==> src/rtl/mem_arbiter_2x1_pkg.sv <==
// Shared types and opaque-tag helpers for the two-requester memory arbiter.
// Requester ids and the tag/untag helpers that place the id just above the requester opaque.
package mem_arbiter_2x1_pkg;

  typedef enum logic {
    ARB_F = 1'b0,
    ARB_D = 1'b1
  } arb_id_t;

  // Helpers work on a fixed wide vector; callers cast to their real opaque width (<= 32).
  localparam int unsigned MAX_OPAQ_BITS = 32;
  typedef logic [MAX_OPAQ_BITS:0] wide_opaque_t;

  function automatic wide_opaque_t tag_opaque(input arb_id_t id,
                                              input logic [MAX_OPAQ_BITS-1:0] opaque,
                                              input logic [5:0] bits);
    wide_opaque_t t;
    t = {1'b0, opaque};
    t[bits] = id;
    return t;
  endfunction

  function automatic arb_id_t opaque_id(input wide_opaque_t t, input logic [5:0] bits);
    return arb_id_t'(t[bits]);
  endfunction

endpackage

==> src/rtl/mem_arbiter_2x1_in_flight_counter.sv <==
// Outstanding-request counter for one requester; saturates at zero on a stray response.
module mem_arbiter_2x1_in_flight_counter #(
  parameter  int p_max = 16,
  localparam int CW    = $clog2(p_max + 1)
) (
  input  logic          clk,
  input  logic          rst,
  input  logic          inc,
  input  logic          dec,
  output logic [CW-1:0] count,
  output logic          at_max
);

  always_ff @(posedge clk or negedge rst) begin
    if (!rst) begin
      count <= '0;
    end else if (inc && !dec) begin
      count <= count + 1'b1;
    end else if (dec && !inc && count != '0) begin
      count <= count - 1'b1;
    end
  end

  assign at_max = (count == CW'(p_max));

  // A response with nothing outstanding means the memory side is broken.
  underflow_check : assert property (@(posedge clk) disable iff (!rst) !(dec && count == '0));

endmodule

==> src/rtl/mem_arbiter_2x1.sv <==
// Round-robin arbiter sharing one memory port between fetch (F) and data (D) requesters.
// Handshake: a transfer happens in a cycle where val && rdy are both high; rdy may depend on val only through the grant.
module mem_arbiter_2x1
  import mem_arbiter_2x1_pkg::*;
#(
  parameter  int p_opaq_bits     = 8,
  parameter  int p_max_in_flight = 16,
  localparam int OW              = p_opaq_bits + 1,
  localparam int CW              = $clog2(p_max_in_flight + 1)
) (
  input  logic                   clk,
  input  logic                   rst,
  input  logic                   f_req_val,
  output logic                   f_req_rdy,
  input  logic                   f_req_op,
  input  logic [p_opaq_bits-1:0] f_req_opaque,
  input  logic [31:0]            f_req_addr,
  input  logic [31:0]            f_req_data,
  output logic                   f_resp_val,
  input  logic                   f_resp_rdy,
  output logic                   f_resp_op,
  output logic [p_opaq_bits-1:0] f_resp_opaque,
  output logic [31:0]            f_resp_data,
  input  logic                   d_req_val,
  output logic                   d_req_rdy,
  input  logic                   d_req_op,
  input  logic [p_opaq_bits-1:0] d_req_opaque,
  input  logic [31:0]            d_req_addr,
  input  logic [31:0]            d_req_data,
  output logic                   d_resp_val,
  input  logic                   d_resp_rdy,
  output logic                   d_resp_op,
  output logic [p_opaq_bits-1:0] d_resp_opaque,
  output logic [31:0]            d_resp_data,
  output logic                   mem_req_val,
  input  logic                   mem_req_rdy,
  output logic                   mem_req_op,
  output logic [OW-1:0]          mem_req_opaque,
  output logic [31:0]            mem_req_addr,
  output logic [31:0]            mem_req_data,
  input  logic                   mem_resp_val,
  output logic                   mem_resp_rdy,
  input  logic                   mem_resp_op,
  input  logic [OW-1:0]          mem_resp_opaque,
  input  logic [31:0]            mem_resp_data,
  output logic [CW-1:0]          f_count,
  output logic [CW-1:0]          d_count
);

  logic                   f_at_max, d_at_max;
  logic                   elig_f, elig_d;
  arb_id_t                winner, last_grant, resp_id;
  logic [p_opaq_bits-1:0] win_opaque;

  always_comb begin
    elig_f = f_req_val && !f_at_max;
    elig_d = d_req_val && !d_at_max;
    winner = ARB_F;
    if (elig_d && (!elig_f || last_grant == ARB_F)) begin
      winner = ARB_D;
    end
  end

  assign mem_req_val = elig_f || elig_d;
  // The at_max gate keeps an idle-default winner from seeing rdy while blocked.
  assign f_req_rdy   = mem_req_rdy && (winner == ARB_F) && !f_at_max;
  assign d_req_rdy   = mem_req_rdy && (winner == ARB_D) && !d_at_max;

  assign mem_req_op     = (winner == ARB_D) ? d_req_op   : f_req_op;
  assign mem_req_addr   = (winner == ARB_D) ? d_req_addr : f_req_addr;
  assign mem_req_data   = (winner == ARB_D) ? d_req_data : f_req_data;
  assign win_opaque     = (winner == ARB_D) ? d_req_opaque : f_req_opaque;
  assign mem_req_opaque = OW'(tag_opaque(winner, 32'(win_opaque), 6'(p_opaq_bits)));

  assign resp_id       = opaque_id(wide_opaque_t'(mem_resp_opaque), 6'(p_opaq_bits));
  assign f_resp_val    = mem_resp_val && (resp_id == ARB_F);
  assign d_resp_val    = mem_resp_val && (resp_id == ARB_D);
  assign mem_resp_rdy  = (resp_id == ARB_D) ? d_resp_rdy : f_resp_rdy;
  assign f_resp_op     = mem_resp_op;
  assign d_resp_op     = mem_resp_op;
  assign f_resp_opaque = mem_resp_opaque[p_opaq_bits-1:0];
  assign d_resp_opaque = mem_resp_opaque[p_opaq_bits-1:0];
  assign f_resp_data   = mem_resp_data;
  assign d_resp_data   = mem_resp_data;

  // Reset to D so F takes the first tie.
  always_ff @(posedge clk or negedge rst) begin
    if (!rst) begin
      last_grant <= ARB_D;
    end else if (mem_req_val && mem_req_rdy) begin
      last_grant <= winner;
    end
  end

  mem_arbiter_2x1_in_flight_counter #(.p_max(p_max_in_flight)) u_f_cnt (
    .clk    (clk),
    .rst    (rst),
    .inc    (f_req_val && f_req_rdy),
    .dec    (f_resp_val && f_resp_rdy),
    .count  (f_count),
    .at_max (f_at_max)
  );

  mem_arbiter_2x1_in_flight_counter #(.p_max(p_max_in_flight)) u_d_cnt (
    .clk    (clk),
    .rst    (rst),
    .inc    (d_req_val && d_req_rdy),
    .dec    (d_resp_val && d_resp_rdy),
    .count  (d_count),
    .at_max (d_at_max)
  );

endmodule
==> config.mk <==
export PLATFORM = sky130hd
export DESIGN_NAME = mem_arbiter_2x1
export DESIGN_NICKNAME = d
export VERILOG_FILES = /design/src/rtl/mem_arbiter_2x1_pkg.sv /design/src/rtl/mem_arbiter_2x1_in_flight_counter.sv /design/src/rtl/mem_arbiter_2x1.sv
export SDC_FILE = /design/constraint.sdc
export NUM_CORES = 1
export LEC_CHECK = 0
export BUFFER_PORTS_ARGS = -buffer_cell sky130_fd_sc_hd__clkbuf_2
export CORE_AREA = 2 2 143 145
export DETAILED_ROUTE_END_ITERATION = 16
export DIE_AREA = 0 0 145 147
export SETUP_SLACK_MARGIN = 0.3
export SLEW_MARGIN = 10
export SYNTH_ARGS = -nofsm -noshare
export SYNTH_HDL_FRONTEND = slang
export SYNTH_SLANG_ARGS = --single-unit
export TNS_END_PERCENT = 1
==> constraint.sdc <==
create_clock -name clk -period 4.6 [get_ports clk]
set_input_delay 0.46 -clock clk [delete_from_list [all_inputs] [get_ports clk]]
set_output_delay 0.46 -clock clk [all_outputs]
set_load 0.005 [all_outputs]
==> results.cfg <==
[sta]
fmax_mhz = 317
rsz0062_at_grt = no
tns_ns = 0
period_minus_slack_ns = 3.15
worst_hold_slack_ns = 0.0971
slew_headroom_pct = 63.5
slew_viol_final = 0
hold_viol_final = 0
worst_clock_skew_ns = 0.00466
worst_pin_slew_ns = 0.548
setup_viol = 0
period_share_pct = 68.5

[drt]
via_count = 2309
first_pass_iters = 4
ant_nets = 0
wl_per_cell_um = 15.3
totalWireLength_um = 10300
avgViaCountPerCell = 3.44
drtIter0Drc = 30
drc = 0

[worst_setup_path]
crit_type = register to primary output
cp-end-kind = primary output
slowest_stage = mux2_2
crit_fanout = 40
worstPathCellList = nor4_4 > nand2_1 > a31oi_4 > buf_4 > mux2_2 > clkbuf_2
cp_num_buf_inv = 2
worst_path_dominant_cell_family = simple AND/OR/NAND/NOR gates
cp_data_arrival_time_ns = 2.69
start_kind = register
worstPathRequired_ns = 4.14
slowest_delay_ns = 0.47

[pwr]
total_power_mw = 1.18
switching_power_uw = 480
ir_worst_vdd_mv = 0.368
swShare_pct = 40.7
pwr-share-seq_pct = 19.6
p_leak_nw = 1.70
powerDensity_nw_per_um2 = 352
clkPwrFrac_pct = 13.5
power_frac_comb_pct = 66.9
intPower_uw = 699

[logic_synthesis]
ys_seq_area_share_pct = 11.6
synth_top_area_share_pct = 38.4
avgSynthCellArea_sq_um = 9.82
syn_nets = 446
synth.largest_area_cell = mux2_2
yosysUniqueCellTypes = 31
syn_area_sq_um = 2380
synth_area_leaders = mux2_2 38%, buf_4 26%, dfrtp_1 11%
synthCells = 242
ys_ff_latch = 11
yosys_warnings = 0

[cts]
cts.clk_slew.worst_paths_ns = 0.04
clk_latency_ns = 0.24
cts_buffer_depth = 2
holdBufCountCts = 0
cts_tree = done
htreeDepth = 1
clock-sinks = 11
cts_made_buffers = 3
cts.root.buffer_cell = clkbuf_16
post_cts_resized = 0
post-cts-setup-buffer-count = 0

[global_route]
grt_max_degree = 41
grt_pass1_wl_um = 14100
grt_usage_pct = 8.86
antenna_found_initial = 1
gr-total-overflow = 0
grt_pass1_vias = 2243

[die]
die_x_um = 145
die_h_um = 147
die-area_sq_um = 21300
rows = 52
initial_utilization_pct = 12.0
coreArea_sq_um = 19800
io_pins = 368

[final_layout]
layout-drive-gt1-share_pct = 84.8
num-nets-final = 606
area_delta_synth_final_pct = 41.1

[placed_design]
io_buffers = 244
dp_hpwl_um = 9300
place_congestion = 0.741

[flow_run]
maxCapViolations = 0

[worst_hold_path]
hold_class = input pin to asynchronous set/reset pin

[outcome]
status = completed
-- final timing paths --
path | startpoint | endpoint | slack [ns] | cells past startpoint
min in group clk | d_req_val | last_grant | 0.52 | 3
max in group asynchronous | rst | last_grant | 4.22 | 1
worst max-delay path | u_f_cnt.count[1] | mem_req_data[27] | 1.45 | 6
worst min-delay path | rst | u_f_cnt.count[3] | 0.1 | 1
worst min register to register | u_d_cnt.count[4] | u_d_cnt.count[4] | 0.54 | 1
worst max register to register | u_d_cnt.count[0] | u_f_cnt.count[4] | 1.49 | 10
-- cell type report --
class	instances	area (sq um)
fillers	2204	16500
multi-input cells	138	1410
repair buffers	246	1240
well taps	270	338
flip-flops and latches	11	277
clock buffers	4	78.8
inverters	2	7.51
diodes	1	2.50
-- cells in the mapped netlist, drive strengths merged --
master  number
nor2b        1
a21oi        5
nand3        1
nand2        9
o21ai        2
inv          2
ha           6
xor2         2
and2         2
nor3         1
dfrtp       10
o211ai       1
buf         91
xnor2        5
fa           2
a21o         5
o2111a       1
nor4         1
dfstp        1
nor2         4
or4          1
mux2        81
nor3b        1
mux2i        5
a31oi        2
-- layout by cell type, fill, tap and decap left out, drive strengths merged, types with 2 or more instances in the layout --
cell,instances
mux2i,5
o21ai,2
a31oi,2
inv,2
ha,6
clkbuf,248
a21oi,5
a21o,5
fa,2
dfrtp,10
nor2,4
and2,2
mux2,81
nand2,9
xnor2,5
xor2,2
buf,2
-- stage by stage --
step                instance area, sq um  std cells  setup WS [ns]  util, %
global placement                    3270        667           1.52     16.5
global route                        3350        672           1.29     16.9
finish                              3350        672           1.45     16.9
CTS                                 3350        671           1.41     16.9
floorplan                           2380        242           1.74        -
detailed placement                  3270        667           1.50     16.5
-- state kept, by name, indices dropped and copies added, names as in the netlist --
| register | cells |
|---|---|
| last_grant | 1 |
| u_f_cnt.count | 5 |
| u_d_cnt.count | 5 |
-- power groups by stage --
| stage | Clock [mW] | Combinational (mW) | Sequential, mW |
|---|---|---|---|
| after global routing | 0.171 | 0.877 | 0.244 |
| after CTS | 0.164 | 0.812 | 0.232 |
| after global placement | 0 | 0.805 | 0.229 |
| after detailed placement | 0 | 0.807 | 0.234 |
| after floorplan | 0 | 0.537 | 0.222 |
| final | 0.159 | 0.789 | 0.231 |
-- worst reg2reg max path, stage by stage (launching register included) --
cell and delay (ns):
dfrtp_1 0.44, or4_4 0.59, o21ai_2 0.22, o2111a_2 0.28, nand2_1 0.15, fa_1 0.43, a21o_1 0.18, a21o_1 0.19
and2_1 0.17, mux2_2 0.26, mux2i_1 0.13
-- per-layer routing --
layer	global-route usage, %	routed length, um	vias up	part of all wire [%]
li1	-	-	1080	-
met2	14.1	4710	238	46
met5	0	0	-	0
met4	0.990	24	0	0.23
met1	10.6	4080	989	40
met3	5.34	1460	2	14
-- cells by family after synthesis --
family / synth area share, %
and+or+nand+nor: 4.95
xor gates and xnor gates: 2.58
muxes: 41.0
DFF: 11.6
adders and majority gates: 4.84
buffers and inverters: 29.5
AOI/OAI and AO/OA: 5.47
Power figures use the tool's default switching activity.
